## config.mk

```make
export PLATFORM = sky130hd
export DESIGN_NAME = id_stage
export DESIGN_NICKNAME = d
export VERILOG_FILES = /design/src/rtl/id_stage.sv
export SDC_FILE = /design/constraint.sdc
export NUM_CORES = 2
export LEC_CHECK = 0
export CAP_MARGIN = 20
export CORE_ASPECT_RATIO = 1.25
export CORE_MARGIN = 2
export CORE_UTILIZATION = 50
export DETAILED_ROUTE_END_ITERATION = 8
export GPL_TIMING_DRIVEN = 0
export PLACE_DENSITY = 0.79
export SYNTH_ARGS = -nofsm -noshare
export SYNTH_HDL_FRONTEND = slang
export SYNTH_SLANG_ARGS = --single-unit
export TNS_END_PERCENT = 100
```

## constraint.sdc

```tcl
create_clock -name clk -period 3.33 [get_ports clk]
set_input_delay 0.333 -clock clk [delete_from_list [all_inputs] [get_ports clk]]
set_output_delay 0.333 -clock clk [all_outputs]
set_load 0.005 [all_outputs]
```

## src/rtl/id_stage.sv

```systemverilog
// RV32I decode stage: instruction decode, immediate generation, 32x32 register file,
// load-use hazard detection, EX-redirect flush handling, stall counter and sticky illegal flag.
module id_stage #(
   parameter bit          BYPASS_EN = 1'b1,
   parameter int unsigned CNT_W     = 32
) (
   input  logic             clk,
   input  logic             rst,
   input  logic [31:0]      pc_IF_ID,
   input  logic [31:0]      instr_IF_ID,
   input  logic             flush_EX,
   input  logic [1:0]       WBsel_EX,
   input  logic             regwen_EX,
   input  logic [4:0]       dest_EX,
   input  logic             wb_regwen,
   input  logic [4:0]       wb_dest,
   input  logic [31:0]      wb_data,
   output logic [31:0]      pc_ID,
   output logic [31:0]      rs1_ID,
   output logic [31:0]      rs2_ID,
   output logic [31:0]      imm_ID,
   output logic [31:0]      instr_ID,
   output logic [4:0]       src1_ID,
   output logic [4:0]       src2_ID,
   output logic [4:0]       dest_ID,
   output logic [1:0]       WBsel_ID,
   output logic [3:0]       alu_control_ID,
   output logic             MemRW_ID,
   output logic             regwen_ID,
   output logic             PCsel_ID,
   output logic             stall_IF,
   output logic             clear_ID_EX,
   output logic [CNT_W-1:0] stall_count,
   output logic             illegal_sticky
);

   localparam logic [6:0] OpLui    = 7'b0110111;
   localparam logic [6:0] OpAuipc  = 7'b0010111;
   localparam logic [6:0] OpJal    = 7'b1101111;
   localparam logic [6:0] OpJalr   = 7'b1100111;
   localparam logic [6:0] OpBranch = 7'b1100011;
   localparam logic [6:0] OpLoad   = 7'b0000011;
   localparam logic [6:0] OpStore  = 7'b0100011;
   localparam logic [6:0] OpImm    = 7'b0010011;
   localparam logic [6:0] OpReg    = 7'b0110011;
   localparam logic [6:0] OpFence  = 7'b0001111;
   localparam logic [6:0] OpSystem = 7'b1110011;

   localparam logic [3:0] AluAdd   = 4'd0;
   localparam logic [3:0] AluSub   = 4'd1;
   localparam logic [3:0] AluPassB = 4'd10;

   logic [31:0]      regs_q [1:31];
   logic [CNT_W-1:0] stall_count_q;
   logic             illegal_q;
   logic [6:0]       opcode;
   logic [31:0]      imm_i, imm_s, imm_b, imm_u, imm_j;
   logic             use1, use2, illegal, load_use;

   function automatic logic [3:0] alu_fn(input logic [2:0] f3, input logic alt,
                                          input logic is_reg);
      logic [3:0] fn;
      unique case (f3)
         3'b000:  fn = (is_reg && alt) ? AluSub : AluAdd;
         3'b001:  fn = 4'd2;
         3'b010:  fn = 4'd3;
         3'b011:  fn = 4'd4;
         3'b100:  fn = 4'd5;
         3'b101:  fn = alt ? 4'd7 : 4'd6;
         3'b110:  fn = 4'd8;
         default: fn = 4'd9;
      endcase
      return fn;
   endfunction

   assign pc_ID    = pc_IF_ID;
   assign instr_ID = instr_IF_ID;
   assign src1_ID  = instr_IF_ID[19:15];
   assign src2_ID  = instr_IF_ID[24:20];
   assign dest_ID  = instr_IF_ID[11:7];
   assign opcode   = instr_IF_ID[6:0];

   assign imm_i = {{20{instr_IF_ID[31]}}, instr_IF_ID[31:20]};
   assign imm_s = {{20{instr_IF_ID[31]}}, instr_IF_ID[31:25], instr_IF_ID[11:7]};
   assign imm_b = {{20{instr_IF_ID[31]}}, instr_IF_ID[7], instr_IF_ID[30:25],
                   instr_IF_ID[11:8], 1'b0};
   assign imm_u = {instr_IF_ID[31:12], 12'b0};
   assign imm_j = {{12{instr_IF_ID[31]}}, instr_IF_ID[19:12], instr_IF_ID[20],
                   instr_IF_ID[30:21], 1'b0};

   always_comb begin
      imm_ID         = '0;
      alu_control_ID = AluAdd;
      WBsel_ID       = 2'b01;
      MemRW_ID       = 1'b0;
      regwen_ID      = 1'b0;
      PCsel_ID       = 1'b0;
      use1           = 1'b1;
      use2           = 1'b0;
      illegal        = 1'b0;
      case (opcode)
         OpLui:    begin imm_ID = imm_u; regwen_ID = 1'b1; alu_control_ID = AluPassB;
                         use1 = 1'b0; end
         OpAuipc:  begin imm_ID = imm_u; regwen_ID = 1'b1; use1 = 1'b0; end
         OpJal:    begin imm_ID = imm_j; regwen_ID = 1'b1; WBsel_ID = 2'b10; PCsel_ID = 1'b1;
                         use1 = 1'b0; end
         OpJalr:   begin imm_ID = imm_i; regwen_ID = 1'b1; WBsel_ID = 2'b10; PCsel_ID = 1'b1; end
         OpBranch: begin imm_ID = imm_b; alu_control_ID = AluSub; PCsel_ID = 1'b1;
                         use2 = 1'b1; end
         OpLoad:   begin imm_ID = imm_i; regwen_ID = 1'b1; WBsel_ID = 2'b00; end
         OpStore:  begin imm_ID = imm_s; MemRW_ID = 1'b1; use2 = 1'b1; end
         OpImm:    begin imm_ID = imm_i; regwen_ID = 1'b1;
                         alu_control_ID = alu_fn(instr_IF_ID[14:12], instr_IF_ID[30], 1'b0); end
         OpReg:    begin regwen_ID = 1'b1; use2 = 1'b1;
                         alu_control_ID = alu_fn(instr_IF_ID[14:12], instr_IF_ID[30], 1'b1); end
         OpFence, OpSystem: imm_ID = imm_i;
         default:  begin use1 = 1'b0; illegal = 1'b1; end
      endcase
   end

   // Reads are forced to zero while reset is held, and x0 never comes from the array.
   always_comb begin
      rs1_ID = '0;
      if (rst && src1_ID != 5'd0) begin
         if (BYPASS_EN && wb_regwen && wb_dest == src1_ID) rs1_ID = wb_data;
         else                                              rs1_ID = regs_q[src1_ID];
      end
   end

   always_comb begin
      rs2_ID = '0;
      if (rst && src2_ID != 5'd0) begin
         if (BYPASS_EN && wb_regwen && wb_dest == src2_ID) rs2_ID = wb_data;
         else                                              rs2_ID = regs_q[src2_ID];
      end
   end

   assign load_use = (WBsel_EX == 2'b00) && regwen_EX && (dest_EX != 5'd0) &&
                     ((use1 && dest_EX == src1_ID) || (use2 && dest_EX == src2_ID));

   // A redirect squashes the decoding instruction, so it overrides any load-use stall.
   assign stall_IF    = load_use && !flush_EX;
   assign clear_ID_EX = load_use || flush_EX;

   always_ff @(posedge clk or negedge rst) begin
      if (!rst) begin
         for (int i = 1; i < 32; i++) regs_q[i] <= '0;
      end else if (wb_regwen && wb_dest != 5'd0) begin
         regs_q[wb_dest] <= wb_data;
      end
   end

   always_ff @(posedge clk or negedge rst) begin
      if (!rst) begin
         stall_count_q <= '0;
         illegal_q     <= 1'b0;
      end else begin
         if (stall_IF)                           stall_count_q <= stall_count_q + CNT_W'(1);
         if (illegal && !stall_IF && !flush_EX) illegal_q     <= 1'b1;
      end
   end

   assign stall_count    = stall_count_q;
   assign illegal_sticky = illegal_q;

endmodule
```

# Word level (Yosys, flattened, before mapping)
# Cells that the tools add are included.
[word_totals] reg_bits=1025 input_bits=113 output_inout_bits=219 word_cells=120
[classes] n_addsub=1 n_lt_le_gt_ge=4 n_eq_ne=21 muxes=26 bitwise=3 n_reduce_logical=32
[ops] cell="$bwmux W992" n=1
[ops] cell="$bmux W32 S5" n=2
[ops] cell="$mux W32" n=9
[ops] cell="$demux W32 S5" n=1
[ops] cell="$pmux W32 S5" n=1
[ops] cell="$pmux W4 S7" n=2
[ops] cell="$add A32 B1 Y32 const B" n=1
[ops] cell="$eq A7 B7 Y1 const B" n=4
[ops] cell="$eq A7 B6 Y1 const B" n=3
[ops] cell="$eq A5 B5 Y1" n=4
[ops] cell="$reduce_bool A5 Y1" n=4
[ops] cell="$ge A6 B6 Y1 const B" n=3
[ops] cell="$not A5 Y6" n=3
[ops] cell="$pmux W4 S4" n=1
[ops] cell="$eq A7 B5 Y1 const B" n=2
[ops] cell="$logic_and A1 B1 Y1" n=14
[ops] cell="$reduce_or A11 Y1" n=1
[ops] cell="$eq A3 B3 Y1 const B" n=3
[ops] cell="$mux W1" n=8
[ops] cell="$reduce_or A8 Y1" n=1
[ops] cell="$eq A7 B2 Y1 const B" n=1
[ops] cell="$eq A7 B4 Y1 const B" n=1
[ops] cell="$reduce_or A7 Y1" n=1
[ops] cell="$eq A3 B2 Y1 const B" n=2
[ops] cell="other kinds (10)" n=14

# Longest topological paths before layout
[logic_depth] word_depth=10 ltp_mapped=10 depth_no_buf=6

# Least setup slack after synthesis
# OpenSTA, ideal clock, no wires.
[synth_timing] kind="in2out" start="input instr_IF_ID[15]" end="output rs1_ID[30]" arrival_time_ps=2206 required_time_ps=2997 setup_slack_ps=791 path_stages=7 n_path_buf=3 path_cell_list="buf_2 -> buf_2 -> buf_2 -> mux4_2 -> a22oi_1 -> o21ai_1 -> a221o_1"
[synth_via] elab_chain_cells=6 word_cells_on_any_way=10 classes_between="1 x eq/ne; 5 x mux; 1 x bitwise; 3 x reduce/logical"
[synth_rtl] item="from (decl)" line="10" rtl="input logic [31:0] instr_IF_ID,"
[synth_rtl] item="$not A5 Y6 (implied by the code)" line="126" rtl="else rs1_ID = regs_q[src1_ID];"
[synth_rtl] item="$bmux W32 S5" line="126"
[synth_rtl] item="$mux W32 (implied by the code) (2 in series)" line="126"
[synth_rtl] item="$mux W32" line="125" rtl="if (BYPASS_EN && wb_regwen && wb_dest == src1_ID) rs1_ID = wb_data;"
[synth_rtl] item="$mux W32 *" line="124" rtl="if (rst && src1_ID != 5'd0) begin"
[synth_rtl] item="to (decl)" line="19" rtl="output logic [31:0] rs1_ID,"
# Mark *: on every way between the ends. The rest lies on a longest branch, timed or not. The select of a mux whose other input is x is not followed.

# Worst setup path after layout
[layout_timing] start="register regs_q[663] (netlist name)" end="output rs1_ID[23]"
[layout_via] elab_chain_cells=5
[layout_rtl] item="from (decl)" line="53" rtl="logic [31:0] regs_q [1:31];"
[layout_rtl] item="from (signal, indexed assignment)" line="149" rtl="regs_q[wb_dest] <= wb_data;"
[layout_rtl] item="$bmux W32 S5" line="126"
[layout_rtl] item="$mux W32 (implied by the code) (2 in series)" line="126"
[layout_rtl] item="$mux W32" line="125"
[layout_rtl] item="$mux W32" line="124"
# No other way between the ends. The select of a mux whose other input is x is not followed.

==> out/summary.txt <==
Status: finished with violations
Violated checks: negative setup slack
IO Port Bufs: 284
Largest net degree at the start of global routing: 169
Post-synthesis register bit count: 1025
Worst setup margin: -0.0998 ns
Most common cell after layout, fill and taps aside: mux2_2
Slew margin rel.: 0.130
Hold Fails Final Rpt: 0
Clock buffer depth: 3
Worst EP required: 3.00 ns
Layout cells sized above 1: 0.490
Later-pin clock latency in the skew report: 0.73 ns
Combinational Power Share: 0.236
Synth Flop Type: dfrtp_1
Setup WS pre-CTS: -2.31 ns
Final Setup Violations: 9
Syn Std Cell Area: 56400 um2
Sw frac: 0.293
Synth Warn #: 0
RSZ-0062 raised after global routing: true
Worst slew pin tran: 1.30 ns
Worst Hold Class: input pin to asynchronous set/reset pin
Async set-or-reset flop fraction in the synthesized netlist: 1.00
First-pass GRT wire length: 306000 um
DRC violations left: 0
CP max stage delay: 0.47 ns
Max-Cap Viols: 0
Vias in the first global route: 42776
Syn nets: 4078
Most frequent cells in the layout: mux2_2 (1056), dfrtp_1 (1025), mux4_2 (438)
TritonRoute pass-1 iters: 8
Most used cell, CP: a211oi_1
Core footprint: 112000 um2
Register area share after synthesis: 0.455
CTS H-tree lvls: 3
Kind of critical path: flip-flop to output port
CP endpoint kind: output port
Initial antenna violation count: 11
Part of the power in registers: 0.438
CTS tree: yes
Die height: 379 um
Starting Density: 0.504
GRT Overall Usage: 0.372
Met1 Use GR: 0.431
Clock Sinks: 1025
Row cnt: 137
Crit-path cells: mux4_2 > nor2b_1 > a211oi_1 > a211oi_1 > a221o_1 > clkdlybuf4s50_1
Cell-internal power: 0.0269 W
Switching Power: 0.0111 W
LEAKAGE: 29.2 nW
Clock root cell: clkbuf_16
CP Launch Type: flip-flop
HPWL after DPL: 151000 um
Max IR drop VDD: 0.436 mV
CP Max Fanout: 3
Max Clk Rate: 0.292 GHz
CTS clk-pin slew, worst paths: 0.07 ns
Vias: 42278
Die area: 115000 um2
Count of non-filler cells in the finished layout: 5962
P per Cell Area: 560 nW/um2
Unique masters post-synth: 57
CTS Buf Count: 103
Mean Syn Cell Area: 14.2 um2
Met3 Use GR: 0.115
Area delta synth->final: 20.5%
ANT nets after route: 0
Clock network power share: 0.326
Via density: 7.09
GR Layer Usage met2: 0.562
Kind of cell adding the most delay to the critical path: compound AO/OA/AOI/OAI gates
Worst path arrival time: 3.10 ns
GR peak layer: met2
Post-DR wirelength/cell: 36.2 um
Die width: 304 um
Slew Limit Fails: 0
CP max stage cell: a211oi_1
Tmin final: 3.43 ns
Post-Synthesis Cells: 3964
Number of synthesized flops with an enable pin: 0
Fin Setup TNS: -0.262 ns
Period utilization: 1.03
Fin nets: 4531
Grt ovf: 0
Fin util: 0.608
Buffers and inverters on the worst path: 1
Placed cells: 5733
Clk_skew: 0.00940 ns
I/O pin cnt: 332
Gp weighted congestion: 1.04
DRT iter0 DRCs: 5668
Total wire length: 216000 um
[path summary, 6_finish.rpt]
kind / from / end / slack, ns / depth (start not counted)
min: rst / stall_count[31]$_DFFE_PN0P_ / 0.32 / 3
min reg2reg: stall_count[31]$_DFFE_PN0P_ / stall_count[31]$_DFFE_PN0P_ / 0.47 / 1
max in group asynchronous: rst / regs_q[286]$_DFFE_PN0P_ / 0.43 / 6
min in group clk: wb_dest[3] / regs_q[95]$_DFFE_PN0P_ / 0.38 / 4
max: regs_q[663]$_DFFE_PN0P_ / rs1_ID[23] / -0.1 / 6
max reg2reg: stall_count[10]$_DFFE_PN0P_ / stall_count[31]$_DFFE_PN0P_ / 0.79 / 6
[stage by stage]
stage | hold WS (ns) | total power, W | cell area (um2)
after global placement | 0.455 | 0.0245 | 61000
after floorplan | 0.0374 | 0.0218 | 56400
after detailed placement | 0.443 | 0.0249 | 61500
after CTS | 0.325 | 0.0375 | 67100
after global routing | 0.360 | 0.0391 | 67900
final | 0.316 | 0.0381 | 67900
[worst register-to-register path: cells and delay by family, from the launching register on]
| kind | cells | cell delay [ns] |
|---|---|---|
| AND/OR/NAND/NOR | 5 | 1.83 |
| XOR/XNOR | 1 | 0.13 |
| flip-flops | 1 | 0.47 |
[sequential cells by signal, indices dropped and copies added, names as in the netlist]
name            count
illegal_sticky      1
regs_q            992
stall_count        32
[cells by family after synthesis]
family / Yosys count / synth area share
multiplexers: 1580 / 0.402
flip-flops: 1025 / 0.455
buffers and inverters: 514 / 0.0426
AND/OR/NAND/NOR: 399 / 0.0389
AO/OA/AOI/OAI: 394 / 0.0535
XOR/XNOR: 51 / 0.00792
adder cells (fa/ha/maj): 1 / 0.000222
[cell usage after synthesis, types with 13 or more instances]
| library cell | instances | area share |
|---|---|---|
| o21ai_1 | 21 | 0.0019 |
| a211oi_1 | 87 | 0.012 |
| a221o_1 | 63 | 0.011 |
| inv_1 | 13 | 0.00087 |
| mux2_1 | 33 | 0.0066 |
| xor2_1 | 31 | 0.0048 |
| or4_1 | 25 | 0.0033 |
| clkbuf_1 | 245 | 0.016 |
| buf_2 | 91 | 0.0081 |
| buf_4 | 96 | 0.013 |
| a22oi_1 | 47 | 0.0063 |
| mux2_2 | 1054 | 0.21 |
| o22ai_1 | 66 | 0.0073 |
| mux2i_1 | 55 | 0.0098 |
| a221oi_1 | 41 | 0.0064 |
| nor2b_1 | 81 | 0.0090 |
| buf_1 | 69 | 0.0046 |
| nand2_1 | 70 | 0.0047 |
| xnor2_1 | 20 | 0.0031 |
| mux4_2 | 438 | 0.17 |
| a21o_1 | 20 | 0.0027 |
| nand3_1 | 17 | 0.0015 |
| nor2_1 | 76 | 0.0051 |
| nor3_1 | 56 | 0.0050 |
| dfrtp_1 | 1025 | 0.45 |
[routing by layer]
metal / share of wire / up-vias
li1: - / 16111
met1: 0.33 / 21954
met2: 0.44 / 3260
met3: 0.11 / 943
met4: 0.11 / 10
met5: 0.00046 / -
[timing repair]
action                     4_1_cts  5_1_grt
setup endpoints to repair       92       97
buffers inserted                 7       14
cloned                           5        2
pin swaps                       39       27
hold buffers                     7        0
gates resized for setup        517      158
hold endpoints to repair       210        0
[power groups by stage]
| stage | combinational [W] | sequential [W] | clock (W) |
|---|---|---|---|
| 6_report | 0.00899 | 0.0167 | 0.0124 |
| 5_1_grt | 0.00929 | 0.0169 | 0.0129 |
| 4_1_cts | 0.00867 | 0.0165 | 0.0124 |
| 3_5_place_dp | 0.00822 | 0.0167 | 0 |
| 3_3_place_gp | 0.00789 | 0.0166 | 0 |
| 2_1_floorplan | 0.00572 | 0.0161 | 0 |
[layout make-up]
type                       count  area (um2)
tap                         1459        1830
buffer                       497        3420
fill                        8161       43800
sequential                  1025       25600
antenna                        6        15.0
clock inverter                38         546
timing repair buffer         352        3890
inverter                      13        48.8
clock buffer                 147        3030
multi-input combinational   2425       29500
Note: power is estimated with default switching activity, not from simulation.
